<file path="src/rtl/alu_result_dest_router.sv">
// Write-back router for the ALU datapath: takes one result per handshake and
// delivers it to the register file, the PSW and memory, in that order, then pulses done.
module alu_result_dest_router #(
  parameter int WORD_SIZE  = 16,
  parameter int REG_ADDR_W = 3,
  parameter int PC_REG     = 7
) (
  input  logic                  clk,
  input  logic                  arst_n,
  input  logic                  res_valid,
  output logic                  res_ready,
  input  logic [WORD_SIZE-1:0]  result_in,
  input  logic [3:0]            flags_in,
  input  logic                  byte_op,
  input  logic                  reg_sel,
  input  logic                  psw_sel,
  input  logic                  mem_sel,
  input  logic [REG_ADDR_W-1:0] dst_reg,
  input  logic [WORD_SIZE-1:0]  reg_old_in,
  output logic                  reg_we,
  output logic [REG_ADDR_W-1:0] reg_waddr,
  output logic [WORD_SIZE-1:0]  reg_wdata,
  output logic                  pc_written,
  output logic                  psw_we,
  output logic [3:0]            psw_flags,
  output logic                  mem_req,
  output logic [WORD_SIZE-1:0]  mem_wdata,
  output logic                  mem_byte,
  input  logic                  mem_ack,
  output logic                  done,
  output logic                  busy
);

  localparam logic [1:0] ST_IDLE   = 2'd0;
  localparam logic [1:0] ST_REG_WR = 2'd1;
  localparam logic [1:0] ST_MEM_WR = 2'd2;
  localparam logic [1:0] ST_DONE   = 2'd3;

  localparam logic [REG_ADDR_W-1:0] PC_ADDR = REG_ADDR_W'(PC_REG);

  logic [1:0]            state_reg, state_next;
  logic [WORD_SIZE-1:0]  result_reg;
  logic [WORD_SIZE-1:0]  old_reg;
  logic [3:0]            flags_reg;
  logic                  byte_reg;
  logic                  reg_sel_reg;
  logic                  psw_sel_reg;
  logic                  mem_sel_reg;
  logic [REG_ADDR_W-1:0] dst_reg_reg;
  logic                  psw_pend_reg;

  logic                  accept;
  logic [WORD_SIZE-1:0]  merged_word;
  logic [WORD_SIZE-1:0]  mem_word;

  assign accept = (state_reg == ST_IDLE) && res_valid;

  always_comb begin
    state_next = state_reg;
    case (state_reg)
      ST_IDLE: begin
        if (res_valid) begin
          if (reg_sel)      state_next = ST_REG_WR;
          else if (mem_sel) state_next = ST_MEM_WR;
          else              state_next = ST_DONE;
        end
      end
      ST_REG_WR: state_next = mem_sel_reg ? ST_MEM_WR : ST_DONE;
      ST_MEM_WR: if (mem_ack) state_next = ST_DONE;
      ST_DONE:   state_next = ST_IDLE;
      default:   state_next = ST_IDLE;
    endcase
  end

  always_ff @(posedge clk or negedge arst_n) begin
    if (!arst_n) begin
      state_reg    <= ST_IDLE;
      result_reg   <= '0;
      old_reg      <= '0;
      flags_reg    <= '0;
      byte_reg     <= 1'b0;
      reg_sel_reg  <= 1'b0;
      psw_sel_reg  <= 1'b0;
      mem_sel_reg  <= 1'b0;
      dst_reg_reg  <= '0;
      psw_pend_reg <= 1'b0;
    end else begin
      state_reg    <= state_next;
      // The PSW strobe belongs to the first post-acceptance cycle regardless of route.
      psw_pend_reg <= accept && psw_sel;
      if (accept) begin
        result_reg  <= result_in;
        old_reg     <= reg_old_in;
        flags_reg   <= flags_in;
        byte_reg    <= byte_op;
        reg_sel_reg <= reg_sel;
        psw_sel_reg <= psw_sel;
        mem_sel_reg <= mem_sel;
        dst_reg_reg <= dst_reg;
      end
    end
  end

  // Low byte always comes from the result; upper bits either keep the old
  // register contents (register merge) or are zeroed (memory byte write).
  genvar gi;
  generate
    for (gi = 0; gi < WORD_SIZE; gi = gi + 1) begin : g_word
      if (gi < 8) begin : g_low
        assign merged_word[gi] = result_reg[gi];
        assign mem_word[gi]    = result_reg[gi];
      end else begin : g_high
        assign merged_word[gi] = byte_reg ? old_reg[gi] : result_reg[gi];
        assign mem_word[gi]    = byte_reg ? 1'b0 : result_reg[gi];
      end
    end
  endgenerate

  assign res_ready  = (state_reg == ST_IDLE);
  assign busy       = (state_reg != ST_IDLE);
  assign done       = (state_reg == ST_DONE);

  assign reg_we     = (state_reg == ST_REG_WR);
  assign reg_waddr  = reg_we ? dst_reg_reg : '0;
  assign reg_wdata  = reg_we ? merged_word : '0;
  assign pc_written = reg_we && (dst_reg_reg == PC_ADDR);

  assign psw_we     = psw_pend_reg && psw_sel_reg;
  assign psw_flags  = flags_reg;

  assign mem_req    = (state_reg == ST_MEM_WR);
  assign mem_wdata  = mem_req ? mem_word : '0;
  assign mem_byte   = mem_req && byte_reg;

endmodule

</file>
<file path="config.mk">
export PLATFORM = sky130hd
export DESIGN_NAME = alu_result_dest_router
export DESIGN_NICKNAME = d
export VERILOG_FILES = /design/src/rtl/alu_result_dest_router.sv
export SDC_FILE = /design/constraint.sdc
export NUM_CORES = 1
export LEC_CHECK = 0
export ABC_AREA = 0
export CAP_MARGIN = 25
export CORE_UTILIZATION = 41
export CTS_CLUSTER_SIZE = 8
export DETAILED_ROUTE_END_ITERATION = 6
export PLACE_DENSITY = 0.81
export RECOVER_POWER = 50
export SKIP_CTS_REPAIR_TIMING = 1
export SLEW_MARGIN = 20
export SYNTH_ARGS = -nofsm -noshare
export SYNTH_HDL_FRONTEND = slang
export SYNTH_SLANG_ARGS = --single-unit
</file>
<file path="constraint.sdc">
create_clock -name clk -period 1.91 [get_ports clk]
set_input_delay 0.382 -clock clk [delete_from_list [all_inputs] [get_ports clk]]
set_output_delay 0.382 -clock clk [all_outputs]
set_load 0.005 [all_outputs]
</file>
# Word-level counts from Yosys, hierarchy flattened
# Index checks and enable logic that the tools add are counted.
[op_classes]
mux = 25
eq_ne = 6
n_reduce_logical = 8
[op_table]
columns = ["cell", "n"]
rows = [
  ["$mux 16", 2],
  ["$mux 1", 18],
  ["$pmux 2 s4", 1],
  ["$mux 2", 3],
  ["$logic_and 1x1->1", 5],
  ["$eq 2x2->1 const B", 2],
  ["$eq 3x3->1 const B", 1],
  ["$mux 3", 1],
  ["$eq 2x1->1 const B", 1],
  ["$logic_not 2->1", 1],
  ["$ne 2x1->1 const B", 1],
  ["$ne 2x2->1 const B", 1],
  ["$reduce_and 2->1", 1],
  ["$reduce_bool 2->1", 1],
]
[word_totals]
input_bits = 47
output_inout_bits = 47
reg_bits = 45

# Logic depth before layout (Yosys ltp)
[depth]
ltp_word = 4
mapped_depth = 5

# Least setup slack after synthesis
# Ideal clock, no wire load.
[synth_timing]
path_type = "reg-to-output"
startpoint = "register state_reg[0]"
endpoint = "output port mem_wdata[10]"
n_path_buf = 0
required_ns = 1.528
setup_slack_ns = 0.395
stages_incl_launch_ff = 5
t_arrival_ns = 1.133
path_cell_list = "dfrtp_1 > inv_1 > ha_1 > nor2b_1 > and2_1"
[synth_between]
elab_chain_len = 2
[synth_rtl]
columns = ["element", "line", "source"]
rows = [
  ["start, declared", "41", "logic [1:0] state_reg, state_next;"],
  ["start signal, assigned", "88", "state_reg <= state_next;"],
  ["$eq 2x2->1", "131", "assign mem_req = (state_reg == ST_MEM_WR);"],
  ["net mem_req", "26", "output logic mem_req,"],
  ["$mux 16", "132", "assign mem_wdata = mem_req ? mem_word : '0;"],
  ["end, declared", "27", "output logic [WORD_SIZE-1:0] mem_wdata,"],
]
# The timed path passes the listed nets, and every way through them passes these cells.

# Worst setup path in the final report
[layout_timing]
startpoint = "register state_reg[1]"
endpoint = "output port mem_wdata[13]"
[layout_between]
elab_chain_len = 2
[layout_rtl]
columns = ["element", "line"]
rows = [
  ["$eq 2x2->1", "131"],
  ["$mux 16", "132"],
]
# Every way passes these cells.

==> impl_metrics.sql <==
INSERT INTO impl_metrics (metric_group, metric, value, unit) VALUES
('routing', 'vias', '1503', ''),
('critical_path', 'cp_data_required_time', '1.53', 'ns'),
('final_layout', 'layout_commonest_cell', 'sky130_fd_sc_hd__clkdlybuf4s50_1', ''),
('floorplan', 'floorplan.core_area', '4470', 'sq um'),
('final_layout', 'ant_cells', '0', ''),
('routing', 'remaining_design_rule_violation_count', '7', ''),
('sta', 'grt_setup_unrepaired', 'true', ''),
('clocking', 'clkSlewWorstSetupHoldPaths', '0.07', 'ns'),
('pwr', 'power_leakage', '0.00194', 'uW'),
('synthesis', 'synth-seq-cells', '37', ''),
('pwr', 'post-layout-total-power', '4910', 'uW'),
('sta', 'clock_skew', '0.00299', 'ns'),
('pwr', 'worst_ir_drop_vdd', '0.741', 'mV'),
('final_layout', 'num-nets-final', '310', ''),
('routing', 'routed_wire_length_per_instance', '16.4', 'microns'),
('synthesis', 'post_synth_num_cell_types', '19', ''),
('synthesis', 'ys_seq_area_frac', '0.471', ''),
('global_routing', 'track_usage', '0.191', ''),
('floorplan', 'fp.dieArea', '5080', 'sq um'),
('synthesis', 'synth_area_leaders', 'sky130_fd_sc_hd__dfrtp_1 47%, sky130_fd_sc_hd__mux2_4 22%, sky130_fd_sc_hd__and2_1 8.9%, sky130_fd_sc_hd__mux2i_1 5.6%, sky130_fd_sc_hd__ha_1 4.5%', ''),
('hold_path', 'holdCritPathClass', 'input pin to asynchronous set/reset pin', ''),
('synthesis', 'syn_area', '1970', 'sq um'),
('critical_path', 'reg_to_reg_slack_setup', '0.33', 'ns'),
('clocking', 'tritoncts', 'done', ''),
('sta', 'finalSetupViolations', '5', ''),
('routing', 'vias_per_cell', '4.86', ''),
('critical_path', 'start_kind', 'register', ''),
('routing', 'drt_pass1_iterations', '6', ''),
('synthesis', 'top_cell_type_s_share_of_synthesized_area', '0.471', ''),
('outcome', 'outcome', 'finished, violations left', ''),
('global_routing', 'grt_first_pass_wirelength', '7.45', 'mm'),
('floorplan', 'initial_cell_density_of_the_core', '0.439', ''),
('global_routing', 'grt_pass1_vias', '1557', ''),
('routing', 'route.antenna.remaining_nets', '0', ''),
('sta', 'maxClockFrequency', '489', 'MHz'),
('floorplan', 'dieHeight', '71.2', 'microns'),
('final_layout', 'postLayoutCoreUtil', '0.722', ''),
('sta', 'slew_violations', '0', ''),
('critical_path', 'crit_type', 'register to output port', ''),
('clocking', 'ctsLongestPathBuffers', '2', ''),
('routing', 'post_detailed_routing_wire_length', '5.06', 'mm'),
('pwr', 'power-per-cell-area', '1520', 'nW/um^2'),
('sta', 'timing_worst_slew_pin_value', '0.929', 'ns'),
('placement', 'placement.io_buffers', '85', ''),
('final_layout', 'layout-drive-gt1-share', '0.362', ''),
('floorplan', 'pin_count', '94', ''),
('final_layout', 'area_growth', '64.4', '%'),
('clocking', 'clk_latency', '0.28', 'ns'),
('placement', 'hpwlAfterDp', '3.39', 'mm'),
('run', 'max-cap-violations', '0', ''),
('clocking', 'cts-htree-levels', '2', ''),
('sta', 'hold_viol', '0', ''),
('sta', 'timing.final.crit_share', '1.07', ''),
('routing', 'drt-initial-drc-count', '58', ''),
('critical_path', 'endpoint_kind', 'output port', ''),
('floorplan', 'die_w', '71.2', 'microns'),
('sta', 'post-route-min-period', '2.05', 'ns'),
('critical_path', 'worstPathArrival', '1.66', 'ns'),
('critical_path', 'critPathMaxFanout', '4', ''),
('synthesis', 'syn-instance-count', '144', ''),
('synthesis', 'ys_warn_count', '0', ''),
('clocking', 'cts-root-buf', 'sky130_fd_sc_hd__clkbuf_8', ''),
('final_layout', 'layout_common_cells', '42 x sky130_fd_sc_hd__clkdlybuf4s50_1, 37 x sky130_fd_sc_hd__dfrtp_1, 29 x sky130_fd_sc_hd__mux2_4', ''),
('sta', 'finalWorstSetupSlack', '-0.137', 'ns'),
('clocking', 'tritoncts_num_sinks', '37', ''),
('outcome', 'violations', 'DRC, setup timing', ''),
('global_routing', 'grt-ovfl-total', '0', ''),
('synthesis', 'post_synth.cell_area_avg', '13.7', 'sq um'),
('sta', 'slew_headroom', '0.381', ''),
('final_layout', 'largest_reg_flops', '16', ''),
('global_routing', 'pin_count_of_the_biggest_net_entering_global_routing', '38', ''),
('global_routing', 'antenna_found_initial', '0', ''),
('floorplan', 'rows', '24', ''),
('synthesis', 'synthDominantAreaCellType', 'sky130_fd_sc_hd__dfrtp_1', ''),
('placement', 'gpl_congestion', '0.711', ''),
('clocking', 'cts_made_buffers', '5', ''),
('synthesis', 'synthesis.nets', '198', '');
## per-layer routing
metal / share of wire / routed length (microns) / vias to the layer above / GRT usage
met1: 0.43 / 2190 / 724 / 0.244
met3: 0.071 / 361 / 4 / 0.0436
met2: 0.49 / 2460 / 68 / 0.325
li1: - / - / 707 / -
met5: 0 / 0 / - / 0
met4: 0.0091 / 46 / 0 / 0.0600
## stage by stage
stage | worst slack (ns) | instance area (sq um) | setup TNS, ns | hold slack [ns] | std cells
after floorplan | 0.395 | 1970 | 0 | 0.0864 | 144
after global routing | -0.194 | 3230 | -0.723 | 0.390 | 309
after CTS | -0.341 | 3080 | -10.50 | 0.150 | 299
after detailed placement | -0.0106 | 2980 | -0.0120 | 0.459 | 291
final | -0.137 | 3230 | -0.354 | 0.309 | 309
after global placement | 0.0158 | 2980 | 0 | 0.454 | 291
## cell families after synthesis
kind of cell	synth area share
adder cells (fa/ha/maj)	0.0446
buffers and inverters	0.0325
AND/OR/NAND/NOR	0.140
AO/OA/AOI/OAI	0.0115
multiplexers	0.300
flip-flops	0.471
## critical path: stages, from the launching register on
cell,delay (ns)
sky130_fd_sc_hd__dfrtp_1,0.43
sky130_fd_sc_hd__ha_2,0.21
sky130_fd_sc_hd__nor2b_1,0.12
sky130_fd_sc_hd__buf_4,0.16
sky130_fd_sc_hd__buf_6,0.11
sky130_fd_sc_hd__buf_6,0.10
sky130_fd_sc_hd__and2_1,0.13
sky130_fd_sc_hd__buf_2,0.12
## area by class of cell
class	count	area [sq um]
multi-input cells	97	1020
clock inverters	1	5.00
clock buffers	7	96.3
inverters	5	18.8
fillers	318	1240
repair buffers	110	1100
well taps	52	65.1
flip-flops and latches	37	926
## worst paths after layout
path | depth (start not counted) | end | start
worst max-delay path | 7 | mem_wdata[13] | state_reg[1]$_DFFE_PN0P_
max in group asynchronous | 2 | result_reg[14]$_DFFE_PN0P_ | arst_n
worst min-delay path | 2 | psw_sel_reg$_DFFE_PN0P_ | arst_n
worst max register to register | 7 | state_reg[0]$_DFFE_PN0P_ | state_reg[0]$_DFFE_PN0P_
worst min register to register | 1 | psw_sel_reg$_DFFE_PN0P_ | psw_sel_reg$_DFFE_PN0P_
min in group clk | 1 | psw_sel_reg$_DFFE_PN0P_ | psw_sel_reg$_DFFE_PN0P_
## power breakdown
group	switching, uW	total [uW]	internal, uW
sequential	300	1480	1180
clock	267	594	326
combinational	975	2830	1860
## synthesized netlist by cell type, drive strengths merged
cell and instances:
clkbuf 1, inv 5, ha 7, nor3b 1, o32ai 1, a21o 1, and2 28, mux2i 11
buf 4, o22ai 1, and3 1, mux2 33, nor2b 10, and4 1, dfrtp 37, nand2 2
Power figures use the tool's default switching activity.
